===== src/rtl/axi_tpqueue_pkg.sv =====
`default_nettype none
// ============================================================================
// Module   : axi_tpqueue_pkg
// Desc     : Helpers shared by the axi_tpqueue block. This package holds only
//            the find-first-one helper. Widths stay as module parameters.
// Revision : 1.0 - initial release
// ============================================================================
package axi_tpqueue_pkg;

    // Returns the index of the lowest set bit among the low `width` bits of
    // vec. Returns `width` when none of those bits is set.
    function automatic int find_first_one(input logic [63:0] vec, input int width);
        int r_idx;
        r_idx = width;
        for (int i = 63; i >= 0; i--) begin
            if ((i < width) && vec[i]) begin
                r_idx = i;
            end
        end
        return r_idx;
    endfunction

endpackage
`default_nettype wire


===== src/rtl/axi_tpqueue_ffs.sv =====
`default_nettype none
// ============================================================================
// Module   : axi_tpqueue_ffs
// Desc     : Oldest-hit selector. Produces a one-hot copy of the lowest set
//            bit of i_vec, scanning from index 0 upward. The output is zero
//            when no bit of i_vec is set.
// Revision : 1.0 - initial release
// ============================================================================
module axi_tpqueue_ffs
    import axi_tpqueue_pkg::*;
#(
    parameter int DP = 4
) (
    input  logic [DP-1:0] i_vec,
    output logic [DP-1:0] o_onehot
);

    int w_idx;

    // Locate the first hit and expand its index back to a one-hot vector.
    always_comb begin
        w_idx    = find_first_one(64'(i_vec), DP);
        o_onehot = '0;
        for (int i = 0; i < DP; i++) begin
            o_onehot[i] = (w_idx == i);
        end
    end

endmodule
`default_nettype wire


===== src/rtl/axi_tpqueue.sv =====
`default_nettype none
// ============================================================================
// Module   : axi_tpqueue
// Desc     : Age-ordered, compacting entry queue with a key search. Supports
//            push (append), pop (retire oldest) and delete-by-index. Valid
//            entries always occupy indices 0..count-1. A per-entry key match
//            and a one-hot oldest match are produced combinationally.
// Revision : 1.0 - initial release
// ============================================================================
module axi_tpqueue
    import axi_tpqueue_pkg::*;
#(
    parameter  int DW = 8,
    parameter  int DP = 4,
    parameter  int KW = 4,
    localparam int AW = $clog2(DP),
    localparam int CW = $clog2(DP + 1)
) (
    input  logic             i_clk,
    input  logic             i_resetn,
    input  logic [DW-1:0]    i_data,
    input  logic             i_push,
    input  logic             i_pop,
    input  logic             i_del,
    input  logic [AW-1:0]    i_del_idx,
    input  logic [KW-1:0]    i_key,
    output logic [DP*DW-1:0] o_data,
    output logic [DP-1:0]    o_valid,
    output logic [DP-1:0]    o_match,
    output logic [DP-1:0]    o_first,
    output logic [CW-1:0]    o_count,
    output logic             o_full,
    output logic             o_empty,
    output logic             o_err
);

    localparam logic [CW-1:0] c_DEPTH = CW'(DP);

    logic [DW-1:0] r_data [DP];
    logic [DP-1:0] r_valid;
    logic [CW-1:0] r_count;
    logic          r_err;

    logic          w_full;
    logic          w_empty;
    logic          w_pop_ok;
    logic          w_del_ok;
    logic          w_rm_en;
    logic [AW-1:0] w_rm_idx;
    logic          w_wr_en;
    logic [CW-1:0] w_wr_idx;
    logic [CW-1:0] w_count_nxt;
    logic          w_err;
    logic [DW-1:0] w_above    [DP];
    logic [DW-1:0] w_data_nxt [DP];
    logic [DP-1:0] w_match;

    assign w_full  = (r_count == c_DEPTH);
    assign w_empty = (r_count == '0);

    // Retire decode: a pop wins over a delete; a delete needs a live index.
    assign w_pop_ok = i_pop && !w_empty;
    assign w_del_ok = i_del && !i_pop && (CW'(i_del_idx) < r_count);
    assign w_rm_en  = w_pop_ok || w_del_ok;
    assign w_rm_idx = i_pop ? '0 : i_del_idx;

    // A push into a full queue is allowed only if a slot frees on this edge.
    assign w_wr_en  = i_push && (!w_full || w_rm_en);
    assign w_wr_idx = w_rm_en ? (r_count - CW'(1)) : r_count;

    // Error flag: every illegal request, including the ignored half of pop+del.
    assign w_err = (i_pop && w_empty)
                || (i_pop && i_del)
                || (i_del && !i_pop && (CW'(i_del_idx) >= r_count))
                || (i_push && !w_wr_en);

    // Next occupancy: a simultaneous write and retire cancel out.
    always_comb begin
        w_count_nxt = r_count;
        if (w_wr_en && !w_rm_en) begin
            w_count_nxt = r_count + CW'(1);
        end else if (w_rm_en && !w_wr_en) begin
            w_count_nxt = r_count - CW'(1);
        end
    end

    // Neighbour feeding each slot during a shift; the top slot keeps its value.
    generate
        for (genvar g = 0; g < DP; g++) begin : g_above
            if (g < DP - 1) begin : g_shift
                assign w_above[g] = r_data[g+1];
            end else begin : g_top
                assign w_above[g] = r_data[g];
            end
        end
    endgenerate

    // Slot update: compact above the retired index, then drop in the new entry.
    always_comb begin
        for (int i = 0; i < DP; i++) begin
            w_data_nxt[i] = r_data[i];
            if (w_rm_en && (AW'(i) >= w_rm_idx)) begin
                w_data_nxt[i] = w_above[i];
            end
            if (w_wr_en && (CW'(i) == w_wr_idx)) begin
                w_data_nxt[i] = i_data;
            end
        end
    end

    // Entry state, valid thermometer, occupancy and error pulse registers.
    always_ff @(posedge i_clk or negedge i_resetn) begin
        if (!i_resetn) begin
            for (int i = 0; i < DP; i++) begin
                r_data[i] <= '0;
            end
            r_valid <= '0;
            r_count <= '0;
            r_err   <= 1'b0;
        end else begin
            for (int i = 0; i < DP; i++) begin
                r_data[i]  <= w_data_nxt[i];
                r_valid[i] <= (CW'(i) < w_count_nxt);
            end
            r_count <= w_count_nxt;
            r_err   <= w_err;
        end
    end

    // Per-entry key comparison against the registered contents.
    always_comb begin
        w_match = '0;
        for (int i = 0; i < DP; i++) begin
            w_match[i] = r_valid[i] && (r_data[i][KW-1:0] == i_key);
        end
    end

    axi_tpqueue_ffs #(
        .DP (DP)
    ) u_ffs (
        .i_vec    (w_match),
        .o_onehot (o_first)
    );

    generate
        for (genvar g = 0; g < DP; g++) begin : g_out
            assign o_data[g*DW +: DW] = r_data[g];
        end
    endgenerate

    assign o_valid = r_valid;
    assign o_match = w_match;
    assign o_count = r_count;
    assign o_full  = w_full;
    assign o_empty = w_empty;
    assign o_err   = r_err;

endmodule
`default_nettype wire


===== config.mk =====
export PLATFORM = sky130hd
export DESIGN_NAME = axi_tpqueue
export DESIGN_NICKNAME = d
export VERILOG_FILES = /design/src/rtl/axi_tpqueue_pkg.sv /design/src/rtl/axi_tpqueue_ffs.sv /design/src/rtl/axi_tpqueue.sv
export SDC_FILE = /design/constraint.sdc
export NUM_CORES = 1
export LEC_CHECK = 0
export ABC_AREA = 1
export CORE_AREA = 2 2 101 83
export CTS_CLUSTER_DIAMETER = 120
export CTS_CLUSTER_SIZE = 16
export DETAILED_ROUTE_END_ITERATION = 8
export DIE_AREA = 0 0 103 85
export PLACE_DENSITY_LB_ADDON = 0.12
export SYNTH_ARGS = -nofsm -noshare
export SYNTH_HDL_FRONTEND = slang
export SYNTH_SLANG_ARGS = --single-unit

===== constraint.sdc =====
create_clock -name i_clk -period 6.6 [get_ports i_clk]
set_clock_uncertainty 0.2 [all_clocks]
set_input_delay 1.32 -clock i_clk [delete_from_list [all_inputs] [get_ports i_clk]]
set_output_delay 1.32 -clock i_clk [all_outputs]
set_load 0.02 [all_outputs]

==> qor.txt, run 1 <==
Status: complete, no violations
Pleak: 1.783 nW
# fillers: 822
CTS resizes: 0
First-pass GRT wire length: 11,590 µm
Most frequent cells in the layout: nand2_1, nand3_1, clkdlybuf4s50_1
Vias in the first global route: 2,279
Pre-CTS setup slack: 1.739 ns
Syn Std Cell Area: 2651 µm²
WS Path Type: in -> out
Area after DPL: 3364 µm²
CTS root buf: clkbuf_8
WP data required: 5.08 ns
Via count: 2,489
WL final: 7168 µm
Hold_buf cts: 0
Achievable Freq: 205.2 MHz
H-tree depth: 2
Share of the yosys chip area belonging to registers: 36.81%
Final setup TNS: 0 ns
Die area: 8755 µm²
Worst hold path cell count: 2
CP Buf/Inv Count: 3
Register area: 975.9 µm²
Commonest non-fill, non-tap cell in the layout: nand2_1
Drt via density: 4.687
Crit-path max FO: 8
Detailed placement HPWL: 5633 µm
Crit-path leading delay family: buffers and inverters
Count of final hold-check violations: 0
Worst Setup End Kind: primary output
Worst Hold Path EP: o_data[30]$_DFFE_PN0P_
Final ANT Viol Nets: 0
Cells after synthesis: 357
Slowest CP cell: clkdlybuf4s50_1
PortBufs: 68
Crit Reg-Reg Endpoint: o_data[2]$_DFFE_PN0P_
RSZ-0062 raised after global routing: false
Die width: 103 µm
Startpoint Class: primary input
# rows: 29
Core Box Area: 7765 µm²
First-pass DRT Iterations: 5
Starting Density: 34.14%
Fraction of layout cells with a size suffix above 1: 10.64%
Final net count: 446
Clk slew on worst S/H paths: 0.08 ns
Final instance area: 3477 µm²
Yosys reg bits: 39
Crit path DAT: 3.35 ns
Slew Limit Fails: 0
CP Depth: 8
# DRC: 0
Multi-input logic area: 1443 µm²
Worst r2r path cells: 11
Largest stage delay on the critical path: 0.60 ns
FF-to-FF setup slack: 3.90 ns
Worst hold start: o_data[30]$_DFFE_PN0P_
Layout area overhead: 31.15%
Relative slew slack: 40.91%
Avg Cell Area, Syn: 7.427 µm²
Total gr overflow: 0
Yosys cell types: 33
Max VDD drop: 187.5 µV
Max-Cap Viols: 0
Final period utilization: 73.85%
Die Span Y: 85 µm
GP Congestion: 0.9052
Slew @ Worst Pin: 0.8864 ns
Crit path cell chain: clkdlybuf4s50_1, inv_1, or2_2, nand3_1, nor3_1, or2_2, nor2_1, clkdlybuf4s50_1
Final setup fails: 0
Total GRT Usage: 17.13%
Initial antenna violation count: 0
Cts bufs inserted: 5
Total power: 1.851 mW
Maximum clock path buffer count: 2
Largest net degree at the start of global routing: 40
FF-to-FF Start: o_count[0]$_DFF_PN0_
TritonCTS clock tree: done
Clock Sinks: 39
Min Tclk post-route: 4.874 ns
Skew-Pair Late Insertion Delay: 0.30 ns
Hold crit path type: reg -> reg
1st-iter DRT viols: 146
Yosys warns: 0
Total power divided by cell area: 532.3 nW/µm²
Tightest hold margin: 0.3171 ns
Syn Nets: 381
Postcts setup bufs: 0
I/O pin cnt: 69
WL per Instance: 13.50 µm
Setup WS post-layout: 1.726 ns
ANT cells: 0
-- where the power goes --
group	internal, mW	leakage (nW)	switching (mW)
Combinational	0.460	1.25	0.697
Clock	0.113	0.0581	0.0912
Sequential	0.354	0.479	0.137
Total	0.926	1.78	0.924
-- synthesized netlist by cell type, drive strengths merged --
library cell / n / share of area, %
a31oi: 1 / 0.24
nor2: 10 / 3.6
nand3: 75 / 15
xnor2: 4 / 1.3
nor4: 1 / 0.24
o221ai: 1 / 0.33
nand2: 155 / 25
or2: 3 / 0.71
buf: 10 / 3.7
nand4: 1 / 0.24
a211oi: 1 / 0.28
a221oi: 1 / 0.33
ha: 5 / 2.4
clkinv: 1 / 0.14
o22ai: 3 / 0.71
a21oi: 3 / 0.71
xor2: 4 / 1.3
o21ai: 4 / 1.2
nor3: 2 / 0.38
inv: 33 / 5.0
dfrtp: 39 / 37
-- kinds of logic after synthesis --
| group | Yosys count | share of synthesized area, % |
|---|---|---|
| compound gates | 14 | 3.776 |
| xor+xnor | 8 | 2.642 |
| buf+inv | 44 | 8.778 |
| flops | 39 | 36.81 |
| fa+ha+maj | 5 | 2.360 |
| simple gates | 247 | 45.64 |
-- layout make-up --
cell class,instances,area share [%]
multi-input cells,274,41.49
flip-flops and latches,39,28.07
repair buffers,68,19.43
inverters,34,3.886
well taps,108,3.886
clock buffers,5,1.979
clock inverters,3,1.259
-- per-stage QoR --
step,util [%],cells
5_1_grt,44.78,531
3_5_place_dp,43.33,523
6_report,44.78,531
3_3_place_gp,43.33,523
2_1_floorplan,-,357
4_1_cts,44.78,531
-- state kept, by name, indices dropped and copies added (netlist names) --
name	flops
o_data	32
o_err	1
o_count	3
o_valid	3
-- how the worst max path moves through the flow --
stage | from | to | slack, ns
finish | i_key[0] | o_first[2] | 1.73
global route | i_key[0] | o_first[2] | 1.64
CTS | i_key[0] | o_first[2] | 1.73
detailed placement | i_key[0] | o_first[2] | 1.74
global placement | i_key[0] | o_first[2] | 1.77
floorplan | i_key[0] | o_first[3] | 2.32
-- worst reg2reg max path, cell delays in order, from the launching register on --
cell,delay [ns]
dfrtp_1,0.50
inv_1,0.22
ha_1,0.27
nand2_2,0.10
nand2_4,0.10
nand2_4,0.13
nand2_1,0.09
nand3_1,0.15
inv_2,0.43
nand2_4,0.22
nand3_1,0.12
nand2_1,0.06
-- metal layers --
| layer | part of all wire (%) | track usage [%] | routed length [µm] |
|---|---|---|---|
| met1 | 54 | 27.61 | 3898 |
| met2 | 38 | 22.79 | 2720 |
| met3 | 6.4 | 3.460 | 460 |
| met4 | 1.2 | 4.665 | 89 |
| met5 | 0 | 0 | 0 |
Power figures use the tool's default switching activity.
==> inputs of run 2 (changes only) <==
==> constraint.sdc (replaced) <==
create_clock -name i_clk -period 4.3 [get_ports i_clk]
set_clock_uncertainty 0.2 [all_clocks]
set_input_delay 0.86 -clock i_clk [delete_from_list [all_inputs] [get_ports i_clk]]
set_output_delay 0.86 -clock i_clk [all_outputs]
set_load 0.02 [all_outputs]
==> results of run 2 <==
Same layout as run 1 (identical final DEF). Status: complete, no violations.
Main changes from that run: setup slack after placement 1.739 ns -> 0.3592 ns; setup slack after layout 1.726 ns -> 0.3457 ns; register-to-register setup slack 3.90 ns -> 1.60 ns; total power 1.851 mW -> 2.841 mW; worst IR drop on VDD 187.5 µV -> 287.7 µV
